`config.mk`:
```
export PLATFORM = sky130hd
export DESIGN_NAME = qpu_dtcm_dma_flat
export DESIGN_NICKNAME = d
export VERILOG_FILES = /design/src/rtl/qpu_dtcm_dma_pkg.sv /design/src/rtl/qpu_dtcm_dma_if.sv /design/src/rtl/qpu_dtcm_dma.sv /design/src/flat_wrapper.sv
export SDC_FILE = /design/constraint.sdc
export NUM_CORES = 1
export LEC_CHECK = 0
export BUFFER_PORTS_ARGS = -buffer_cell sky130_fd_sc_hd__buf_2
export CELL_PAD_IN_SITES_DETAIL_PLACEMENT = 1
export CELL_PAD_IN_SITES_GLOBAL_PLACEMENT = 1
export CORE_MARGIN = 2
export CORE_UTILIZATION = 36
export CTS_BUF_LIST = sky130_fd_sc_hd__clkbuf_4
export CTS_CLUSTER_SIZE = 16
export DETAILED_ROUTE_END_ITERATION = 8
export PLACE_DENSITY_LB_ADDON = 0.12
export SYNTH_ARGS = -nofsm -noshare
export SYNTH_HDL_FRONTEND = slang
export SYNTH_SLANG_ARGS = --single-unit
```
`constraint.sdc`:
```
create_clock -name clk -period 5.15 [get_ports clk]
set_input_delay 0.515 -clock clk [delete_from_list [all_inputs] [get_ports clk]]
set_output_delay 0.515 -clock clk [all_outputs]
set_load 0.05 [all_outputs]
```
`src/rtl/qpu_dtcm_dma_pkg.sv`:
```
// rtl/qpu_dtcm_dma_pkg.sv - shared widths and FSM state encodings for the DTCM DMA initiator.
package qpu_dtcm_dma_pkg;

  localparam int QPU_DTCM_ADDR_WIDTH = 16;
  localparam int QPU_DTCM_DMA_LEN_W  = 16;

  typedef enum logic [2:0] {
    QPU_DMA_ST_IDLE  = 3'd0,
    QPU_DMA_ST_FETCH = 3'd1,
    QPU_DMA_ST_CMD   = 3'd2,
    QPU_DMA_ST_RSP   = 3'd3,
    QPU_DMA_ST_PUSH  = 3'd4,
    QPU_DMA_ST_DONE  = 3'd5
  } qpu_dma_state_e;

  function automatic logic [QPU_DTCM_ADDR_WIDTH-1:0] word_align(
      input logic [QPU_DTCM_ADDR_WIDTH-1:0] a);
    return {a[QPU_DTCM_ADDR_WIDTH-1:2], 2'b00};
  endfunction

endpackage

```
`src/rtl/qpu_dtcm_dma_if.sv`:
```
// rtl/qpu_dtcm_dma_if.sv - stream and ICB channels between the DMA (master) and its environment (slave).
interface qpu_dtcm_dma_if import qpu_dtcm_dma_pkg::*; #(
  parameter int AW = QPU_DTCM_ADDR_WIDTH
);
  logic          s_valid;
  logic          s_ready;
  logic [31:0]   s_data;
  logic          m_valid;
  logic          m_ready;
  logic [31:0]   m_data;
  logic          icb_cmd_valid;
  logic          icb_cmd_ready;
  logic [AW-1:0] icb_cmd_addr;
  logic          icb_cmd_read;
  logic [31:0]   icb_cmd_wdata;
  logic [3:0]    icb_cmd_wmask;
  logic          icb_rsp_valid;
  logic          icb_rsp_ready;
  logic [31:0]   icb_rsp_rdata;

  modport master (
    input  s_valid, s_data, m_ready, icb_cmd_ready, icb_rsp_valid, icb_rsp_rdata,
    output s_ready, m_valid, m_data, icb_cmd_valid, icb_cmd_addr, icb_cmd_read,
           icb_cmd_wdata, icb_cmd_wmask, icb_rsp_ready
  );

  modport slave (
    output s_valid, s_data, m_ready, icb_cmd_ready, icb_rsp_valid, icb_rsp_rdata,
    input  s_ready, m_valid, m_data, icb_cmd_valid, icb_cmd_addr, icb_cmd_read,
           icb_cmd_wdata, icb_cmd_wmask, icb_rsp_ready
  );
endinterface

```
`src/rtl/qpu_dtcm_dma.sv`:
```
// rtl/qpu_dtcm_dma.sv - single-channel ICB initiator moving words between a stream and the DTCM.
// Read mode (DTCM to stream) is built only when QPU_DTCM_DMA_READ_EN is defined.
module qpu_dtcm_dma import qpu_dtcm_dma_pkg::*; #(
  parameter int LEN_W = QPU_DTCM_DMA_LEN_W
) (
  input  logic                           clk,
  input  logic                           rst_n,
  input  logic                           cfg_start,
  input  logic                           cfg_read,
  input  logic [QPU_DTCM_ADDR_WIDTH-1:0] cfg_base,
  input  logic [LEN_W-1:0]               cfg_len,
  output logic                           busy,
  output logic                           done,
  output logic                           dma_active,
  qpu_dtcm_dma_if.master                 bus
);

  localparam int AW = QPU_DTCM_ADDR_WIDTH;

  qpu_dma_state_e state_q, state_d;
  logic [AW-1:0]    addr_q, addr_d;
  logic [LEN_W-1:0] rem_q, rem_d;
  logic [31:0]      wdata_q, wdata_d;
`ifdef QPU_DTCM_DMA_READ_EN
  logic             mode_q, mode_d;
  logic [31:0]      rdata_q, rdata_d;
`else
  logic             unused_inputs;
  assign unused_inputs = ^{cfg_read, bus.m_ready, bus.icb_rsp_rdata};
`endif

  always_ff @(posedge clk or negedge rst_n) begin
    if (!rst_n) begin
      state_q <= QPU_DMA_ST_IDLE;
      addr_q  <= '0;
      rem_q   <= '0;
      wdata_q <= '0;
`ifdef QPU_DTCM_DMA_READ_EN
      mode_q  <= 1'b0;
      rdata_q <= '0;
`endif
    end else begin
      state_q <= state_d;
      addr_q  <= addr_d;
      rem_q   <= rem_d;
      wdata_q <= wdata_d;
`ifdef QPU_DTCM_DMA_READ_EN
      mode_q  <= mode_d;
      rdata_q <= rdata_d;
`endif
    end
  end

  always_comb begin
    state_d = state_q;
    addr_d  = addr_q;
    rem_d   = rem_q;
    wdata_d = wdata_q;
`ifdef QPU_DTCM_DMA_READ_EN
    mode_d  = mode_q;
    rdata_d = rdata_q;
`endif
    case (state_q)
      QPU_DMA_ST_IDLE: begin
        if (cfg_start) begin
          addr_d = word_align(cfg_base);
          rem_d  = cfg_len;
`ifdef QPU_DTCM_DMA_READ_EN
          mode_d = cfg_read;
          if (cfg_len == '0)   state_d = QPU_DMA_ST_DONE;
          else if (cfg_read)   state_d = QPU_DMA_ST_CMD;
          else                 state_d = QPU_DMA_ST_FETCH;
`else
          state_d = (cfg_len == '0) ? QPU_DMA_ST_DONE : QPU_DMA_ST_FETCH;
`endif
        end
      end
      QPU_DMA_ST_FETCH: begin
        if (bus.s_valid) begin
          wdata_d = bus.s_data;
          state_d = QPU_DMA_ST_CMD;
        end
      end
      QPU_DMA_ST_CMD: begin
        if (bus.icb_cmd_ready) state_d = QPU_DMA_ST_RSP;
      end
      QPU_DMA_ST_RSP: begin
        if (bus.icb_rsp_valid) begin
          addr_d = addr_q + AW'(4);
          rem_d  = rem_q - LEN_W'(1);
`ifdef QPU_DTCM_DMA_READ_EN
          if (mode_q) begin
            rdata_d = bus.icb_rsp_rdata;
            state_d = QPU_DMA_ST_PUSH;
          end else
`endif
          // rem_q still holds the pre-decrement count here
          state_d = (rem_q == LEN_W'(1)) ? QPU_DMA_ST_DONE : QPU_DMA_ST_FETCH;
        end
      end
`ifdef QPU_DTCM_DMA_READ_EN
      QPU_DMA_ST_PUSH: begin
        if (bus.m_ready) state_d = (rem_q == '0) ? QPU_DMA_ST_DONE : QPU_DMA_ST_CMD;
      end
`endif
      QPU_DMA_ST_DONE: state_d = QPU_DMA_ST_IDLE;
      default:         state_d = QPU_DMA_ST_IDLE;
    endcase
  end

  assign busy              = (state_q != QPU_DMA_ST_IDLE);
  assign done              = (state_q == QPU_DMA_ST_DONE);
  assign dma_active        = busy | cfg_start;
  assign bus.s_ready       = (state_q == QPU_DMA_ST_FETCH);
  assign bus.icb_cmd_valid = (state_q == QPU_DMA_ST_CMD);
  assign bus.icb_rsp_ready = (state_q == QPU_DMA_ST_RSP);
  assign bus.icb_cmd_addr  = addr_q;
  assign bus.icb_cmd_wdata = wdata_q;
  assign bus.icb_cmd_wmask = 4'hF;
`ifdef QPU_DTCM_DMA_READ_EN
  assign bus.m_valid       = (state_q == QPU_DMA_ST_PUSH);
  assign bus.m_data        = rdata_q;
  assign bus.icb_cmd_read  = mode_q;
`else
  assign bus.m_valid       = 1'b0;
  assign bus.m_data        = '0;
  assign bus.icb_cmd_read  = 1'b0;
`endif

endmodule

```
`src/flat_wrapper.sv`:
```
// flat-port wrapper written by rule: the top's interface ports become plain ports
module qpu_dtcm_dma_flat import qpu_dtcm_dma_pkg::*;
#(
  parameter int LEN_W = QPU_DTCM_DMA_LEN_W
)
  (clk, rst_n, cfg_start, cfg_read, cfg_base, cfg_len, busy, done, dma_active, bus_s_valid, bus_s_data, bus_m_ready, bus_icb_cmd_ready, bus_icb_rsp_valid, bus_icb_rsp_rdata, bus_s_ready, bus_m_valid, bus_m_data, bus_icb_cmd_valid, bus_icb_cmd_addr, bus_icb_cmd_read, bus_icb_cmd_wdata, bus_icb_cmd_wmask, bus_icb_rsp_ready);
  qpu_dtcm_dma_if bus_i ();
  input  logic clk;
  input  logic rst_n;
  input  logic cfg_start;
  input  logic cfg_read;
  input  logic [QPU_DTCM_ADDR_WIDTH-1:0] cfg_base;
  input  logic [LEN_W-1:0] cfg_len;
  output logic busy;
  output logic done;
  output logic dma_active;
  input wire logic [$bits(bus_i.s_valid)-1:0] bus_s_valid;
  input wire logic [$bits(bus_i.s_data)-1:0] bus_s_data;
  input wire logic [$bits(bus_i.m_ready)-1:0] bus_m_ready;
  input wire logic [$bits(bus_i.icb_cmd_ready)-1:0] bus_icb_cmd_ready;
  input wire logic [$bits(bus_i.icb_rsp_valid)-1:0] bus_icb_rsp_valid;
  input wire logic [$bits(bus_i.icb_rsp_rdata)-1:0] bus_icb_rsp_rdata;
  output wire logic [$bits(bus_i.s_ready)-1:0] bus_s_ready;
  output wire logic [$bits(bus_i.m_valid)-1:0] bus_m_valid;
  output wire logic [$bits(bus_i.m_data)-1:0] bus_m_data;
  output wire logic [$bits(bus_i.icb_cmd_valid)-1:0] bus_icb_cmd_valid;
  output wire logic [$bits(bus_i.icb_cmd_addr)-1:0] bus_icb_cmd_addr;
  output wire logic [$bits(bus_i.icb_cmd_read)-1:0] bus_icb_cmd_read;
  output wire logic [$bits(bus_i.icb_cmd_wdata)-1:0] bus_icb_cmd_wdata;
  output wire logic [$bits(bus_i.icb_cmd_wmask)-1:0] bus_icb_cmd_wmask;
  output wire logic [$bits(bus_i.icb_rsp_ready)-1:0] bus_icb_rsp_ready;
  assign bus_i.s_valid = bus_s_valid;
  assign bus_i.s_data = bus_s_data;
  assign bus_i.m_ready = bus_m_ready;
  assign bus_i.icb_cmd_ready = bus_icb_cmd_ready;
  assign bus_i.icb_rsp_valid = bus_icb_rsp_valid;
  assign bus_i.icb_rsp_rdata = bus_icb_rsp_rdata;
  assign bus_s_ready = bus_i.s_ready;
  assign bus_m_valid = bus_i.m_valid;
  assign bus_m_data = bus_i.m_data;
  assign bus_icb_cmd_valid = bus_i.icb_cmd_valid;
  assign bus_icb_cmd_addr = bus_i.icb_cmd_addr;
  assign bus_icb_cmd_read = bus_i.icb_cmd_read;
  assign bus_icb_cmd_wdata = bus_i.icb_cmd_wdata;
  assign bus_icb_cmd_wmask = bus_i.icb_cmd_wmask;
  assign bus_icb_rsp_ready = bus_i.icb_rsp_ready;
  qpu_dtcm_dma #(.LEN_W(LEN_W)) u_core (.clk(clk), .rst_n(rst_n), .cfg_start(cfg_start), .cfg_read(cfg_read), .cfg_base(cfg_base), .cfg_len(cfg_len), .busy(busy), .done(done), .dma_active(dma_active), .bus(bus_i));
endmodule
```
### Word level (Yosys, flattened, before mapping)

Index checks and enable logic that the tools add are counted.

* bits in registers: 67
* input port bits: 104
* output and inout bits: 92
* word-level logic and storage cells: 36

* $add $sub $neg: 2
* eq/ne operators: 9
* muxes and demuxes: 13
* bitwise logic cells: 1
* reduce and logical (&&, ||, !) cells: 7

Operators by type and width (number)
* $mux 16: 4
* $pmux 16 s2: 2
* $mux 3: 6
* $add 16x3->16 const B: 1
* $eq 16x1->1 const B: 1
* $logic_not 16->1: 1
* $sub 16x1->16 const B: 1
* $pmux 3 s4: 1
* $ne 2x2->1 const B: 4
* $eq 3x2->1 const B: 2
* $reduce_and 4->1: 1
* $eq 3x1->1 const B: 1
* $eq 3x3->1 const B: 1
* $logic_not 3->1: 1
* $reduce_and 3->1: 1
* $reduce_bool 3->1: 1
* $reduce_and 2->1: 1
* $reduce_bool 2->1: 1
* $or 1x1->1: 1

### Depth between registers and ports, before layout

* word-level depth: 4
* gate-level depth with buffers: 7
* gate-level depth less buffers: 6

### Worst setup path before layout

Ideal clock, no wire load.

* path kind: reg2out
* start point: register u_core.state_q[2]
* end point: output bus_s_ready
* arrival: 1726 ps
* required time: 4635 ps
* slack: 2909 ps
* cell stages (with the launch flop): 3
* buffers on the path: 1
* cells stage by stage: dfrtp_1 > clkbuf_1 > nor3b_1

* word-level cells in the longest chain between the ends: 1

RTL lines
* start: declaration: RTL line qpu_dtcm_dma.sv:20 `qpu_dma_state_e state_q, state_d;`
* start signal: assignment: RTL line qpu_dtcm_dma.sv:43 `state_q <= state_d;`
* $eq 3x1->1: RTL line qpu_dtcm_dma.sv:114 `assign bus.s_ready = (state_q == QPU_DMA_ST_FETCH);`
* end: declaration: RTL line flat_wrapper.sv:23 `output wire logic [$bits(bus_i.s_ready)-1:0] bus_s_ready;`

No other way between the ends.

### Final worst setup path

* start point: register u_core.state_q[2]
* end point: output bus_icb_rsp_ready

* word-level cells in the longest chain between the ends: 1

RTL lines
* $eq 3x2->1: RTL line qpu_dtcm_dma.sv:116 `assign bus.icb_rsp_ready = (state_q == QPU_DMA_ST_RSP);`
* end: declaration: RTL line flat_wrapper.sv:31 `output wire logic [$bits(bus_i.icb_rsp_ready)-1:0] bus_icb_rsp_ready;`

No other way between the ends.

==> flow_metrics.env <==
export IMPL_drc=0
export IMPL_htree_levels=3
export IMPL_postCtsHoldBufs=0
export IMPL_drtIter0Drc=121
export IMPL_p_per_area_nw_per_um2=754
export IMPL_clk_pin_slew_ps=120
export IMPL_multi_input_area_sq_um=1740
export IMPL_place_inst=603
export IMPL_r2r_cells=4
export IMPL_synth_seq_area_share_pct=44.9
export IMPL_synth_async_reset_ratio_pct=100
export IMPL_setup_violations=0
export IMPL_crit_family="buffers and inverters"
export IMPL_antenna_left=0
export IMPL_holdCritPathClass="input port to async pin"
export IMPL_cts_buffers=9
export IMPL_period_share_pct=52.5
export IMPL_grt_overflow=0
export IMPL_postCtsSetupBuffers=0
export IMPL_hold_violations=0
export IMPL_core_area_sq_um=9770
export IMPL_fin_crit_ps=2700
export IMPL_reg2reg_from="u_core.state_q[0]"
export IMPL_grt_total_usage_pct=18.1
export IMPL_cts_resized=0
export IMPL_cts_root_buf="clkbuf_4"
export IMPL_final_util_pct=44.5
export IMPL_synth_top_area_share_pct=44.9
export IMPL_synth_largest_area_cell="dfrtp_1"
export IMPL_required_ps=4640
export IMPL_maxCapViolations=0
export IMPL_yosysWarnings=0
export IMPL_area_growth_pct=20.1
export IMPL_rsz0062_at_grt="no"
export IMPL_ys_ff_latch=65
export IMPL_drtPass1Iterations=4
export IMPL_synth_top_cells_by_area="dfrtp_1, mux2_2, buf_4"
export IMPL_vias_per_cell=5.16
export IMPL_dp_hpwl_um=7060
export IMPL_final_cell_mix="buf_2, dfrtp_1, conb_1"
export IMPL_ir_worst_vdd_v=0.000300
export IMPL_crit_arrival_ps=2190
export IMPL_grt_pass1_vias=3196
export IMPL_instances_no_fill=619
export IMPL_worstSetupEndpointType="output port"
export IMPL_start_kind="register"
export IMPL_fmax_ghz=0.370
export IMPL_antenna_found_initial=0
export IMPL_reg2reg_slack_ps=2900
export IMPL_syn_inst=367
export IMPL_synth_area_sq_um=3620
export IMPL_status="finished clean"
export IMPL_p_leak_nw=2.00
export IMPL_final_common_cell="buf_2"
export IMPL_fill_cells=1195
export IMPL_cts_buffer_depth=2
export IMPL_slew_headroom_pct=25.8
export IMPL_nets=588
export IMPL_setup_tns_ps=0
export IMPL_fin_worst_skew_ps=19.4
export IMPL_io_buffers=119
export IMPL_clock_latency_ps=410
export IMPL_slowest_stage="dfrtp_1"
export IMPL_initial_core_util_pct=37.0
export IMPL_cts_sinks=65
export IMPL_synthFlopType="dfrtp_1"
export IMPL_cts_tree="built"
export IMPL_dieArea_sq_um=10900
export IMPL_critical_path_class="register to output port"
export IMPL_insertedDiodeCount=0
export IMPL_crit_buf_inv=3
export IMPL_drv_slew=0
export IMPL_slowest_delay_ps=520
export IMPL_regArea_sq_um=1630
export IMPL_critPathMaxFanout=32
export IMPL_grt_max_degree=66
export IMPL_postSynthAreaPerCell_sq_um=9.87
export IMPL_die_h_um=104
export IMPL_place_congestion=0.792
export IMPL_cp_cell_sequence="nand3b_1, buf_4, inv_2, buf_2"
export IMPL_io_pins=196
export IMPL_drive_above_1_share_pct=37.7
export IMPL_grt_pass1_wl_um=16000
export IMPL_synth_edf_count=0
export IMPL_tightest_slew_ps=1110
export IMPL_die_w_um=104
export IMPL_routed_wl_um=9910
export IMPL_num_rows=36
export IMPL_synth_cell_types=46
export IMPL_route_detailed_wl_per_inst_um=16.0
export IMPL_reg2reg_to="u_core.rem_q[1]"
export IMPL_num_vias=3192
sequential cells by signal, summed over array words and instances (netlist names):
| name | cells |
|---|---|
| u_core.rem_q | 16 |
| u_core.state_q | 3 |
| u_core.bus.icb_cmd_wdata | 32 |
| u_core.bus.icb_cmd_addr | 14 |
worst reg2reg max path, stage by stage (launching register included):
cell and delay (ps):
dfrtp_1 520, or3b_2 520, a21o_1 560, a211oi_1 430
a21oi_1 70
cells by family (layout without fill, tap and decap cells):
logic type	after synthesis	in the layout	synth area share (%)
AND/OR/NAND/NOR	106	106	15.9
AO/OA/AOI/OAI	92	92	16.0
flip-flops	65	65	44.9
buffers and inverters	65	146	11.2
multiplexers	34	34	10.9
adder cells (fa/ha/maj)	3	3	1.04
other	2	40	0.207
final cells by class:
class | count | share of cell area (%)
multi-input combinational | 275 | 39.9
sequential | 65 | 37.4
timing repair buffer | 125 | 14.7
tap | 133 | 3.83
clock inverter | 7 | 2.19
clock buffer | 9 | 1.55
inverter | 5 | 0.431
where the power goes:
part | switching, mW | leakage [nW] | internal (mW)
registers | 0.232 | 0.757 | 0.763
clock network | 0.203 | 0.0875 | 0.197
logic | 1.34 | 1.15 | 0.551
total | 1.77 | 2.00 | 1.51
worst max path at each step:
stage	startpoint	endpoint	slack [ps]	cells after the start
6_report	u_core.state_q[2]	bus_icb_rsp_ready	2450	4
5_1_grt	u_core.state_q[2]	bus_icb_rsp_ready	2310	4
4_1_cts	u_core.state_q[2]	bus_icb_rsp_ready	2430	4
3_5_place_dp	cfg_start	u_core.bus.icb_cmd_addr[6]	2810	5
3_3_place_gp	cfg_start	u_core.rem_q[1]	2850	5
2_1_floorplan	u_core.state_q[2]	bus_s_ready	2910	2
synth_stat cells (4+ instances only):
master	n
dfrtp_1	65
buf_4	40
mux2_2	32
a21oi_1	26
nand2_1	24
o21ai_0	21
nor2_1	19
a2bb2oi_1	14
nand3_1	14
o22ai_1	14
buf_2	8
clkbuf_1	8
nand4_1	8
nor4_1	7
nor3_1	6
buf_1	4
inv_1	4
nand2b_1	4
layer usage:
layer  wire length, um  vias up  global-route usage, %
li1                  -     1504                      -
met1              4600     1578                   24.0
met2              4730      104                   29.7
met3               516        6                   3.88
met4                68        0                   5.50
met5                 0        -                      0
through the flow:
step	hold slack (ps)	power [mW]	instance area [sq um]	setup WS (ps)
4_1_cts	302	3.32	4350	2430
6_report	285	3.28	4350	2450
5_1_grt	302	3.50	4350	2310
2_1_floorplan	219	2.47	3760	2910
3_3_place_gp	478	2.86	4190	2850
3_5_place_dp	488	2.91	4190	2810
No activity file was read; power rests on OpenSTA's default activity.
